## src/rtl/ram_result_scan.sv

```systemverilog
// Walks the result RAM FIRST_ADDR..LAST_ADDR, streams each word and checks word[i] == word[i-1] + word[i-2].
// Three cycles per word (READ, CAPT, SEND); each out_ready_i=0 cycle in SEND holds the word and adds one cycle.
module ram_result_scan #(
    parameter int ADDR_W     = 6,
    parameter int DATA_W     = 32,
    parameter int FIRST_ADDR = 0,
    parameter int LAST_ADDR  = 63
) (
    input  logic              clk,
    input  logic              rst_n,
    input  logic              start_i,
    output logic              ram_en_o,
    output logic [ADDR_W-1:0] ram_addr_o,
    input  logic [DATA_W-1:0] ram_dout_i,
    output logic              out_valid_o,
    input  logic              out_ready_i,
    output logic [DATA_W-1:0] out_data_o,
    output logic [ADDR_W-1:0] out_addr_o,
    output logic              out_err_o,
    output logic              busy_o,
    output logic              done_o,
    output logic [ADDR_W:0]   err_count_o,
    output logic [ADDR_W-1:0] first_err_addr_o
);
    localparam logic [ADDR_W-1:0] FIRST = ADDR_W'(FIRST_ADDR);
    localparam logic [ADDR_W-1:0] LAST  = ADDR_W'(LAST_ADDR);

    typedef enum logic [2:0] {S_IDLE, S_READ, S_CAPT, S_SEND, S_DONE} state_t;

    state_t              state_q, state_d;
    logic [ADDR_W-1:0]   ram_addr_q, ram_addr_d;
    logic [ADDR_W-1:0]   idx_q, idx_d;
    logic [DATA_W-1:0]   prev1_q, prev1_d, prev2_q, prev2_d;
    logic [DATA_W-1:0]   out_data_q, out_data_d;
    logic [ADDR_W-1:0]   out_addr_q, out_addr_d;
    logic                out_err_q, out_err_d;
    logic [ADDR_W:0]     err_count_q, err_count_d;
    logic [ADDR_W-1:0]   first_err_q, first_err_d;
    logic [DATA_W-1:0]   sum;

    // Compared against the words as read, so one bad word shows up as up to three mismatches.
    assign sum = prev1_q + prev2_q;

    always_comb begin
        state_d     = state_q;
        ram_addr_d  = ram_addr_q;
        idx_d       = idx_q;
        prev1_d     = prev1_q;
        prev2_d     = prev2_q;
        out_data_d  = out_data_q;
        out_addr_d  = out_addr_q;
        out_err_d   = out_err_q;
        err_count_d = err_count_q;
        first_err_d = first_err_q;
        ram_en_o    = 1'b0;
        out_valid_o = 1'b0;
        busy_o      = 1'b0;
        done_o      = 1'b0;
        case (state_q)
            S_IDLE, S_DONE: begin
                done_o = (state_q == S_DONE);
                if (start_i) begin
                    err_count_d = '0;
                    first_err_d = '0;
                    prev1_d     = '0;
                    prev2_d     = '0;
                    idx_d       = '0;
                    ram_addr_d  = FIRST;
                    state_d     = S_READ;
                end
            end
            S_READ: begin
                ram_en_o = 1'b1;
                busy_o   = 1'b1;
                state_d  = S_CAPT;
            end
            S_CAPT: begin
                busy_o     = 1'b1;
                out_data_d = ram_dout_i;
                out_addr_d = ram_addr_q;
                out_err_d  = (idx_q >= ADDR_W'(2)) && (ram_dout_i != sum);
                state_d    = S_SEND;
            end
            S_SEND: begin
                busy_o      = 1'b1;
                out_valid_o = 1'b1;
                if (out_ready_i) begin
                    prev2_d = prev1_q;
                    prev1_d = out_data_q;
                    if (out_err_q) begin
                        err_count_d = err_count_q + (ADDR_W+1)'(1);
                        if (err_count_q == '0) first_err_d = out_addr_q;
                    end
                    // Stop on the address compare so LAST at the top of the range never wraps.
                    if (ram_addr_q == LAST) begin
                        state_d = S_DONE;
                    end else begin
                        ram_addr_d = ram_addr_q + ADDR_W'(1);
                        idx_d      = idx_q + ADDR_W'(1);
                        state_d    = S_READ;
                    end
                end
            end
            default: state_d = S_IDLE;
        endcase
    end

    always_ff @(posedge clk or negedge rst_n) begin
        if (!rst_n) begin
            state_q     <= S_IDLE;
            ram_addr_q  <= FIRST;
            idx_q       <= '0;
            prev1_q     <= '0;
            prev2_q     <= '0;
            out_data_q  <= '0;
            out_addr_q  <= '0;
            out_err_q   <= 1'b0;
            err_count_q <= '0;
            first_err_q <= '0;
        end else begin
            state_q     <= state_d;
            ram_addr_q  <= ram_addr_d;
            idx_q       <= idx_d;
            prev1_q     <= prev1_d;
            prev2_q     <= prev2_d;
            out_data_q  <= out_data_d;
            out_addr_q  <= out_addr_d;
            out_err_q   <= out_err_d;
            err_count_q <= err_count_d;
            first_err_q <= first_err_d;
        end
    end

    assign ram_addr_o       = ram_addr_q;
    assign out_data_o       = out_data_q;
    assign out_addr_o       = out_addr_q;
    assign out_err_o        = out_err_q;
    assign err_count_o      = err_count_q;
    assign first_err_addr_o = first_err_q;
endmodule
```

## config.mk

```make
export PLATFORM = sky130hd
export DESIGN_NAME = ram_result_scan
export DESIGN_NICKNAME = d
export VERILOG_FILES = /design/src/rtl/ram_result_scan.sv
export SDC_FILE = /design/constraint.sdc
export NUM_CORES = 1
export LEC_CHECK = 0
export ABC_AREA = 0
export CAP_MARGIN = 10
export CORE_MARGIN = 2
export CORE_UTILIZATION = 35
export CTS_CLUSTER_DIAMETER = 150
export DETAILED_ROUTE_END_ITERATION = 8
export PLACE_DENSITY = 0.66
export SETUP_SLACK_MARGIN = 0.4
export SYNTH_ARGS = -nofsm -noshare
export SYNTH_HDL_FRONTEND = slang
export SYNTH_SLANG_ARGS = --single-unit
```

## constraint.sdc

```tcl
create_clock -name clk -period 5.7 [get_ports clk]
set_input_delay 0.855 -clock clk [delete_from_list [all_inputs] [get_ports clk]]
set_output_delay 0.855 -clock clk [all_outputs]
set_load 0.1 [all_outputs]
```

==> metrics.cfg <==
[outcome]
status = finished, final reports clean

[detailed_routing]
drcViolationCount = 0
firstDrtPassIters = 5
wl_per_cell_um = 17.20
vias = 6627
wl_um = 21380
ant_nets = 0
drtIter0Drc = 513
viasPerCell = 5.331

[placement]
globalplace.congestion = 0.9389
portBuffers = 97
dp_hpwl_um = 15320

[setup_path]
timing.critical_path.arrival_ps = 2720
r2r-start = prev1_q[0]
r2r_cells = 11
cp_max_fo = 10
required_ps = 4850
r2r_slack_ps = 2480
critical_path.startpoint_type = flop
rr_endpoint = out_err_o
crit_type = flop to primary output
worstSetupEndpoint = out_valid_o
crit_path_start = state_q[2]
cp-end-kind = primary output

[global_routing]
first_global_vias = 6447
grt_usage_pct = 18.37
grt_overflow = 0
antenna_found_initial = 0
grt_start_max_net_pins = 73
grt_pass1_wl_um = 34830

[synth]
synthesis.area_mm2 = 0.007853
ys_ff_latch = 131
syn_nets = 948
synthCells = 875
ys_seq_area_share_pct = 41.75
synth_largest_area_cell = dfrtp_1
synth-compound-area-share_pct = 13.32
yosys.area_share.adder_pct = 5.991
synth-xor-area-share_pct = 5.911
async_reset_ff_share_pct = 100.0
yosys_warnings = 0
synthMuxAreaShare_pct = 5.959
synth-simple-area-share_pct = 23.65
synth_top_flop_cell = dfrtp_1
yosys-top-cells-area = dfrtp_1, nand2_1, nand3_1
synth_top_family_by_area = simple AND/OR/NAND/NOR gates
synth_top_area_share_pct = 41.75
synth_edf_count = 0
yosysUniqueCellTypes = 81
syn_avg_cell_area_um2 = 8.974
synth_common_cells = nand2_1, dfrtp_1, nand3_1, nor2_1, o21ai_0
synth_most_common_cell = nand2_1

[cts]
cts_buffers = 17
clk_latency_ps = 450
clockBufferDepth = 2
clkTransAtPathRegs_ps = 70
cts_tree = yes
numClockSinks = 131
cts_resized = 0
post-cts-setup-buffer-count = 0
cts_hold_buffers = 0
cts_root_buffer = clkbuf_16
htreeDepth = 4

[finish]
num_antenna_cells = 0
area_growth_pct = 22.24
fin_nets = 1023
drive_above_1_share_pct = 10.38

[timing]
setup_viol = 0
rsz0062_at_grt = false
hold_violations = 0
tightest_slew_ps = 988.6
min_period_ps = 3571
clock.fmax_mhz = 280.0
max-slew-margin-rel_pct = 33.89
post-route-period-util_pct = 62.65
drv_slew = 0
skew_ps = 16.93
finalSetupTns_ps = 0

[floorplanning]
ios = 98
placementRows = 54
core-area_mm2 = 0.02189
fp.dieArea_mm2 = 0.02365
die_x_um = 153.8
initial_core_util_pct = 35.87
die_h_um = 153.8

[job]
maxCapViolCount = 0

[worst_hold_path]
hold_class = input port to async pin

-- placed cells by master (no fill, tap or decap), types with 9 or more instances in the layout --
cell type,count
nand2_1,178
dfrtp_1,131
clkdlybuf4s50_1,96
nand3_1,92
nor2_1,47
o21ai_0,42
mux2_2,38
ha_1,36
a21oi_1,33
xnor2_1,27
xor2_1,26
clkbuf_16,17
inv_1,15
nand4_1,15
a211oi_1,9
-- final cells by class --
class | count | area, µm²
Multi-Input combinational cell | 682 | 4315
Tap cell | 280 | 350.3
Fill cell | 2173 | 12290
Clock buffer | 17 | 425.4
Timing Repair Buffer | 102 | 1010
Clock inverter | 15 | 160.2
Sequential cell | 131 | 3278
Inverter | 16 | 60.06
-- per-layer routing --
metal	GRT usage, %	vias to the layer above	wire length (µm)
met5	0	-	0
met4	5.068	0	286
met3	4.059	29	862
met2	28.36	131	9722
met1	26.04	3211	10500
li1	-	3256	-
-- how the worst min path moves through the flow --
stage	end	slack, ps	cells past startpoint
global placement	prev1_q[26]	470	2
finish	state_q[1]	360	1
floorplan	prev2_q[0]	470	2
global route	state_q[1]	390	1
detailed placement	prev1_q[28]	480	2
CTS	state_q[1]	390	1
-- sequential cells by signal, summed over array words and instances (netlist names) --
name	cells
err_count_o	7
first_err_addr_o	6
idx_q	6
out_addr_o	6
out_data_o	32
out_err_o	1
prev1_q	32
prev2_q	32
ram_addr_o	6
state_q	3
-- worst max-delay path: stages (launching register included) --
cell	delay, ps
dfrtp_1	470
and3b_1	570
clkdlybuf4s50_1	1230
-- per-stage QoR --
stage / area [µm²] / hold slack (ps) / instances / setup slack, ps / util, %
CTS: 9599 / 389.7 / 1243 / 2123 / 43.85
finish: 9599 / 357.7 / 1243 / 2129 / 43.85
detailed placement: 9014 / 480.8 / 1211 / 2196 / 41.18
global route: 9599 / 390.8 / 1243 / 2064 / 43.85
global placement: 9014 / 473.7 / 1211 / 2260 / 41.18
floorplan: 7853 / 467.0 / 875 / 2148 / -
-- cell families (layout without fill, tap and decap cells) --
| family | Yosys count | after routing |
|---|---|---|
| and+or+nand+nor | 396 | 396 |
| adders and majority gates | 37 | 37 |
| buffers and inverters | 62 | 150 |
| muxes | 42 | 42 |
| DFF | 131 | 131 |
| xor gates and xnor gates | 53 | 53 |
| AOI/OAI and AO/OA | 154 | 154 |
Power is not shown: default switching activity piles up to over one toggle a cycle in this logic, so the estimate is an artifact.
